`src/rtl/tile_arb_pkg.sv`:
```
// tile_arb_pkg: shared types and constants for the tile VRAM arbiter.
//   - video timing constants (pixel clock domain)
//   - VRAM / font ROM address and data widths
//   - fetch sequencer state encoding (IDLE, F0..F7)
//   - cell_t: one VRAM word, {attr, char}
package tile_arb_pkg;

    localparam int H_DISPLAY  = 256;
    localparam int H_TOTAL    = 309;
    localparam int V_DISPLAY  = 240;
    localparam int V_TOTAL    = 262;
    localparam int COLS       = H_DISPLAY / 8;

    localparam int POS_W      = 9;
    localparam int COL_W      = $clog2(COLS);
    localparam int ADDR_W     = 10;
    localparam int DATA_W     = 16;
    localparam int ROM_ADDR_W = 11;

    // Counter values the fetch trigger compares against, at counter width.
    localparam logic [POS_W-1:0] HPOS_LAST     = POS_W'(H_TOTAL - 1);
    localparam logic [POS_W-1:0] HPOS_COL0     = POS_W'(H_TOTAL - 8);
    localparam logic [POS_W-1:0] HPOS_LAST_COL = POS_W'(8 * (COLS - 2));
    localparam logic [POS_W-1:0] VPOS_LAST     = POS_W'(V_TOTAL - 1);
    localparam logic [POS_W-1:0] VPOS_DISPLAY  = POS_W'(V_DISPLAY);

    typedef enum logic [3:0] {
        ST_IDLE = 4'd0,
        ST_F0   = 4'd1,
        ST_F1   = 4'd2,
        ST_F2   = 4'd3,
        ST_F3   = 4'd4,
        ST_F4   = 4'd5,
        ST_F5   = 4'd6,
        ST_F6   = 4'd7,
        ST_F7   = 4'd8
    } arb_state_t;

    typedef struct packed {
        logic [7:0] attr;
        logic [7:0] ch;
    } cell_t;

endpackage

```
`src/rtl/tile_fetch_addr.sv`:
```
// tile_fetch_addr: decides whether a cell fetch starts at a given raster
// position and which cell it targets.
//   i_hpos, i_vpos : raster position the fetch would start on
//   o_trigger      : a fetch starts at this position
//   o_col          : target tile column
//   o_tl           : target line (only meaningful when o_trigger=1, < 240)
// Column 0 of a line is prefetched at the tail of the previous line's
// horizontal blank; columns 1..31 are fetched during the preceding cell.
module tile_fetch_addr
    import tile_arb_pkg::*;
(
    input  logic [POS_W-1:0] i_hpos,
    input  logic [POS_W-1:0] i_vpos,
    output logic             o_trigger,
    output logic [COL_W-1:0] o_col,
    output logic [7:0]       o_tl
);

    logic             w_is_col0;
    logic             w_is_coln;
    logic [POS_W-1:0] w_tl_full;

    always_comb begin
        w_is_col0 = (i_hpos == HPOS_COL0);
        w_is_coln = (i_hpos[2:0] == 3'd0) && (i_hpos <= HPOS_LAST_COL);

        // Column-0 prefetch serves the next line, wrapping at end of frame.
        if (w_is_col0) begin
            w_tl_full = (i_vpos == VPOS_LAST) ? '0 : i_vpos + 9'd1;
        end else begin
            w_tl_full = i_vpos;
        end

        o_col     = w_is_col0 ? '0 : i_hpos[7:3] + 5'd1;
        o_tl      = w_tl_full[7:0];
        o_trigger = (w_is_col0 || w_is_coln) && (w_tl_full < VPOS_DISPLAY);
    end

endmodule

```
`src/rtl/tile_vram_arbiter.sv`:
```
// tile_vram_arbiter: shares a single-port synchronous VRAM between the
// tile renderer's per-cell fetch and a CPU port, and sequences the
// char/attr read plus font-ROM lookup for each 8-pixel cell.
//
// Ports
//   i_clk, i_reset        pixel clock; synchronous active-low reset
//   i_hpos, i_vpos        raster counters from the hvsync generator
//   o_ram_*, i_ram_rdata  VRAM port (read data valid 1 clk after address)
//   o_rom_addr, i_rom_data font ROM port (data valid 1 clk after address)
//   o_tile_bits/attr/load pattern byte + attribute for the renderer;
//                         o_tile_load marks the cycle before the cell starts
//   i_cpu_*, o_cpu_*      CPU access port
//   o_dbg_state           current sequencer state (arb_state_t encoding)
//
// CPU handshake: a transfer happens on a rising edge where
// i_cpu_valid && o_cpu_ready. o_cpu_ready never depends on i_cpu_valid.
// A read returns o_cpu_rdata with a 1-clk o_cpu_rvalid strobe on the
// cycle after acceptance; writes have no response.
//
// Build option TILE_ARB_VBLANK_ONLY_EN: when defined the CPU is granted
// only in vertical blank while the sequencer is IDLE.
module tile_vram_arbiter
    import tile_arb_pkg::*;
(
    input  logic                  i_clk,
    input  logic                  i_reset,
    input  logic [POS_W-1:0]      i_hpos,
    input  logic [POS_W-1:0]      i_vpos,
    output logic [ADDR_W-1:0]     o_ram_addr,
    output logic                  o_ram_we,
    output logic [DATA_W-1:0]     o_ram_wdata,
    input  logic [DATA_W-1:0]     i_ram_rdata,
    output logic [ROM_ADDR_W-1:0] o_rom_addr,
    input  logic [7:0]            i_rom_data,
    output logic [7:0]            o_tile_bits,
    output logic [7:0]            o_tile_attr,
    output logic                  o_tile_load,
    input  logic                  i_cpu_valid,
    input  logic                  i_cpu_we,
    input  logic [ADDR_W-1:0]     i_cpu_addr,
    input  logic [DATA_W-1:0]     i_cpu_wdata,
    output logic                  o_cpu_ready,
    output logic [DATA_W-1:0]     o_cpu_rdata,
    output logic                  o_cpu_rvalid,
    output logic [3:0]            o_dbg_state
);

    arb_state_t        r_state;
    arb_state_t        w_next;
    logic [7:0]        r_tl;
    logic [COL_W-1:0]  r_col;
    cell_t             r_cell;
    logic [7:0]        r_pend_bits;
    logic [7:0]        r_tile_bits;
    logic [7:0]        r_tile_attr;
    logic              r_tile_load;
    logic              r_rd_pend;
    logic [DATA_W-1:0] r_cpu_rdata;

    logic [POS_W-1:0]  w_hpos_next;
    logic [POS_W-1:0]  w_vpos_next;
    logic              w_trigger;
    logic [COL_W-1:0]  w_col;
    logic [7:0]        w_tl;
    logic              w_cpu_ready;
    logic              w_cpu_acc;
    logic [7:0]        w_char;

    // The trigger is evaluated on the next raster position so that F0 is
    // the cycle in which hpos equals the trigger point; this puts
    // tile_load 7 clks after the trigger and lets F7 chain straight into
    // the next F0.
    always_comb begin
        w_hpos_next = i_hpos + 9'd1;
        w_vpos_next = i_vpos;
        if (i_hpos == HPOS_LAST) begin
            w_hpos_next = '0;
            w_vpos_next = (i_vpos == VPOS_LAST) ? '0 : i_vpos + 9'd1;
        end
    end

    tile_fetch_addr u_fetch_addr (
        .i_hpos    (w_hpos_next),
        .i_vpos    (w_vpos_next),
        .o_trigger (w_trigger),
        .o_col     (w_col),
        .o_tl      (w_tl)
    );

    always_comb begin
        w_next = r_state;
        case (r_state)
            ST_IDLE: w_next = w_trigger ? ST_F0 : ST_IDLE;
            ST_F0:   w_next = ST_F1;
            ST_F1:   w_next = ST_F2;
            ST_F2:   w_next = ST_F3;
            ST_F3:   w_next = ST_F4;
            ST_F4:   w_next = ST_F5;
            ST_F5:   w_next = ST_F6;
            ST_F6:   w_next = ST_F7;
            ST_F7:   w_next = w_trigger ? ST_F0 : ST_IDLE;
            default: w_next = ST_IDLE;
        endcase
    end

    always_comb begin
`ifdef TILE_ARB_VBLANK_ONLY_EN
        w_cpu_ready = (i_vpos >= VPOS_DISPLAY) && (r_state == ST_IDLE);
`else
        w_cpu_ready = (r_state != ST_F0);
`endif
        w_cpu_acc = i_cpu_valid && w_cpu_ready;
    end

    // VRAM port: video owns F0, otherwise an accepted CPU request drives it.
    always_comb begin
        o_ram_addr  = '0;
        o_ram_we    = 1'b0;
        o_ram_wdata = '0;
        if (r_state == ST_F0) begin
            o_ram_addr = {r_tl[7:3], r_col};
        end else if (w_cpu_acc) begin
            o_ram_addr  = i_cpu_addr;
            o_ram_we    = i_cpu_we;
            o_ram_wdata = i_cpu_we ? i_cpu_wdata : '0;
        end
    end

    // In F1 the char code is still on the VRAM bus, not yet in r_cell.
    always_comb begin
        w_char     = (r_state == ST_F1) ? i_ram_rdata[7:0] : r_cell.ch;
        o_rom_addr = {w_char, r_tl[2:0]};
    end

    always_ff @(posedge i_clk) begin
        if (!i_reset) begin
            r_state     <= ST_IDLE;
            r_tl        <= '0;
            r_col       <= '0;
            r_cell      <= '0;
            r_pend_bits <= '0;
            r_tile_bits <= '0;
            r_tile_attr <= '0;
            r_tile_load <= 1'b0;
            r_rd_pend   <= 1'b0;
            r_cpu_rdata <= '0;
        end else begin
            r_state <= w_next;
            if (w_next == ST_F0) begin
                r_tl  <= w_tl;
                r_col <= w_col;
            end
            if (r_state == ST_F1) begin
                r_cell <= cell_t'(i_ram_rdata);
            end
            if (r_state == ST_F2) begin
                r_pend_bits <= i_rom_data;
            end
            // Loaded on entry to F7 so the renderer sees them with the strobe.
            r_tile_load <= (r_state == ST_F6);
            if (r_state == ST_F6) begin
                r_tile_bits <= r_pend_bits;
                r_tile_attr <= r_cell.attr;
            end
            r_rd_pend <= w_cpu_acc && !i_cpu_we;
            if (r_rd_pend) begin
                r_cpu_rdata <= i_ram_rdata;
            end
        end
    end

    // Read data is taken straight off the VRAM bus in the strobe cycle and
    // held afterwards.
    assign o_cpu_rdata  = r_rd_pend ? i_ram_rdata : r_cpu_rdata;
    assign o_cpu_rvalid = r_rd_pend;
    assign o_cpu_ready  = w_cpu_ready;
    assign o_tile_bits  = r_tile_bits;
    assign o_tile_attr  = r_tile_attr;
    assign o_tile_load  = r_tile_load;
    assign o_dbg_state  = r_state;

endmodule

```
`config.mk`:
```
export PLATFORM = sky130hd
export DESIGN_NAME = tile_vram_arbiter
export DESIGN_NICKNAME = d
export VERILOG_FILES = /design/src/rtl/tile_arb_pkg.sv /design/src/rtl/tile_fetch_addr.sv /design/src/rtl/tile_vram_arbiter.sv
export SDC_FILE = /design/constraint.sdc
export NUM_CORES = 1
export LEC_CHECK = 0
export CORE_MARGIN = 10
export CORE_UTILIZATION = 45
export DETAILED_ROUTE_END_ITERATION = 7
export PLACE_DENSITY = 0.81
export SLEW_MARGIN = 20
export SYNTH_ARGS = -nofsm -noshare
export SYNTH_HDL_FRONTEND = slang
export SYNTH_SLANG_ARGS = --single-unit
```
`constraint.sdc`:
```
create_clock -name i_clk -period 4.31 [get_ports i_clk]
set_input_delay 0.862 -clock i_clk [delete_from_list [all_inputs] [get_ports i_clk]]
set_output_delay 0.862 -clock i_clk [all_outputs]
set_load 0.005 [all_outputs]
```
==> flow_summary_export.csv <==
group,metric,value,unit
sta,rsz0062_at_grt,"no",
global_route,grt-ovfl-total,0,
detailed_routing,drc_errors,0,
cts,worstSkewPairLatency,0.34,ns
flow_run,maxCapViolCount,0,
global_route,grt_pass1_wl,19200,um
floorplanning,die_y,115,um
global_route,grt_max_degree,46,
cts,cts_tree,"done",
cells_and_area,multiInputGateArea,2380,um^2
place,globalplace.congestion,0.880,
cells_and_area,area_growth,44.6,%
yosys,synthFlopType,"dfxtp_1",
critical_path,path_cells,"clkdlybuf4s50_1, inv_1, ha_1, or4b_4, nor4_4, nand4_2, nor4b_4, a21oi_2, or3_1, a21oi_1, a211oi_1",
detailed_routing,viasPerCell,5.28,
floorplanning,coreArea,8720,um^2
floorplanning,die_area,13100,um^2
sta,skew,0.00876,ns
cts,post_cts_buffers,0,
cts,clkSlewWorstSetupHoldPaths,0.08,ns
yosys,syn-num-nets,581,
sta,relSlewSlack,33.1,%
critical_path,reg2reg_to,"r_col[0]",
cells_and_area,layout-drive-gt1-share,9.20,%
power_and_ir_drop,p_per_area,257,nW/um^2
cells_and_area,fillers,722,
detailed_routing,drt-total-wl,12000,um
worst_hold_path,hp-class,"register to register",
cts,h-tree-depth,3,
floorplanning,pin_count,149,
power_and_ir_drop,vdd_drop_max,149,uV
global_route,grt_use_met1,20.0,%
critical_path,slowest_stage,"or4b_4",
sta,fin_hold_ws,0.439,ns
sta,setup_violations,0,
sta,finalCriticalPeriod,3.93,ns
yosys,synth_seq_cells,75,
global_route,antenna_found_initial,0,
cts,numCtsBuffers,9,
yosys,yosys.area.top_type_share,37.3,%
critical_path,cp.depth,11,
yosys,synth.area.top_cells,"dfxtp_1 37%, nand2_1 10%, and2_1 6.4%",
cells_and_area,final_common_cell,"clkdlybuf4s50_1",
global_route,grtUsageTotal,17.6,%
floorplanning,die_x,115,um
global_route,grt_pass1_vias,3925,
yosys,synthArstFlopShare,0,%
detailed_routing,wl_per_cell,15.9,um
sta,min_period_over_period,91.1,%
sta,finalMaxSlewViolations,0,
critical_path,worstPathMaxFanout,9,
cts,cts_sinks,75,
yosys,synth_cell_type_count,56,
yosys,syn-mean-instance-area,8.01,um^2
critical_path,setup.worst_path.end,"r_col[0]",
critical_path,crit_family,"simple AND/OR/NAND/NOR gates",
power_and_ir_drop,p_leak,0.00213,uW
yosys,synth_edf_count,0,
critical_path,reg2reg_from,"o_dbg_state[2]",
critical_path,path_buf_inv,2,
critical_path,crit_type,"primary input to register",
yosys,yosysSeqAreaShare,37.3,%
critical_path,critPathCaptureType,"register",
cts,cts.path.max_buffers,2,
critical_path,worstPathArrival,4.13,ns
cts,ctsHoldBuffers,0,
critical_path,rrSetupSlack,2.51,ns
critical_path,r2r_cells,6,
critical_path,slowest_delay,0.57,ns
cells_and_area,final_cell_mix,"148 x clkdlybuf4s50_1, 110 x nand2_1, 75 x dfxtp_1, 41 x and2_1, 37 x a21oi_1",
cells_and_area,seq_area,1500,um^2
sta,fmax,255,MHz
yosys,synth_top_area_cell,"dfxtp_1",
sta,worst_pin_slew,0.998,ns
floorplanning,initial_core_util,46.2,%
detailed_routing,drtPass1Iterations,4,
sta,finalSetupTns,0,ns
place,port_buffers,148,
detailed_routing,drt_iter0_drc,154,
cells_and_area,antenna_cells,0,
cts,ctsResizeCount,0,
outcome,status,"finished, final reports clean",
critical_path,setup.worst_path.start,"i_hpos[1]",
cells_and_area,nets,726,
global_route,grt_busiest_layer,"met2",
yosys,ys_warn_count,0,
detailed_routing,dr_total_vias,4009,
detailed_routing,antenna_left,0,
worst_hold_path,min_from,"r_cell[9]",
global_route,grt_use_met2,32.0,%
sta,hold_viol_final,0,
global_route,grt_use_met3,4.82,%
critical_path,crit_required,4.51,ns
cts,cts-root-buf,"clkbuf_8",
yosys,synth_area,4030,um^2
floorplanning,row_count,34,
critical_path,cp-start-kind,"primary input",
place,dp_hpwl,9680,um
yosys,syn_inst,503,
[report_power, final]
group	switching, uW	internal, uW
Combinational	115	154
Clock	238	280
Sequential	8.12	705
[sequential cells by signal, summed over array words and instances (netlist names)]
signal	cells
r_col	5
o_tile_load	1
o_cpu_rvalid	1
r_cpu_rdata	16
o_tile_bits	8
r_tl	8
o_tile_attr	8
r_cell	16
o_dbg_state	4
r_pend_bits	8
[cell usage after synthesis, types with 4 or more instances]
master,count
nand2_1,110
inv_1,8
nor2_1,25
clkbuf_1,22
nand4_1,4
nor4_1,5
nor3_1,13
nand3_1,15
o31ai_1,4
and2_1,41
o21ai_0,25
mux2_2,16
a21oi_1,37
xor2_1,8
ha_1,6
mux2i_1,12
xnor2_1,11
dfxtp_1,75
or3_1,6
nand2b_1,7
[worst register-to-register path: cells and delay by family (launching register included)]
family,cells,cell delay (ns)
AO/OA/AOI/OAI,5,1.06
flip-flops,1,0.41
AND/OR/NAND/NOR,1,0.24
[area by class of cell]
class	count	area share, %
multi-input combinational	391	40.8
inverter	9	0.580
tap	108	2.32
sequential	75	25.8
timing repair buffer	162	27.2
clock buffer	11	2.43
clock inverter	4	0.881
[per-layer routing]
metal	part of all wire, %	up-vias	wire length [um]
met2	51	111	6150
li1	-	2014	-
met5	0	-	0
met1	41	1873	4980
met4	1.1	0	130
met3	6.5	11	785
[worst min-delay path by stage]
stage | endpoint | slack [ns] | depth (start not counted)
after floorplan | o_tile_bits[0] | 0.43 | 2
after global placement | o_tile_bits[4] | 0.44 | 2
after detailed placement | o_tile_bits[0] | 0.44 | 2
after CTS | o_tile_attr[1] | 0.44 | 2
after global routing | o_tile_attr[1] | 0.48 | 2
final | o_tile_attr[1] | 0.44 | 2
[per-stage QoR]
stage	util, %	power [uW]	cells	setup WS, ns	area [um^2]
5_1_grt	66.8	1570	760	0.248	5830
3_3_place_gp	64.6	993	745	0.198	5630
3_5_place_dp	64.6	998	745	0.0763	5630
6_report	66.8	1500	760	0.383	5830
2_1_floorplan	-	839	503	0.848	4030
4_1_cts	66.8	1510	760	0.427	5830
[kinds of logic after synthesis]
kind of cell    synth area share, %
flops                          37.3
buf+inv                        3.98
mux                            7.46
fa+ha+maj                      1.86
compound gates                 12.4
simple gates                   32.9
xor+xnor                       4.13
Note: power is estimated with default switching activity, not from simulation.
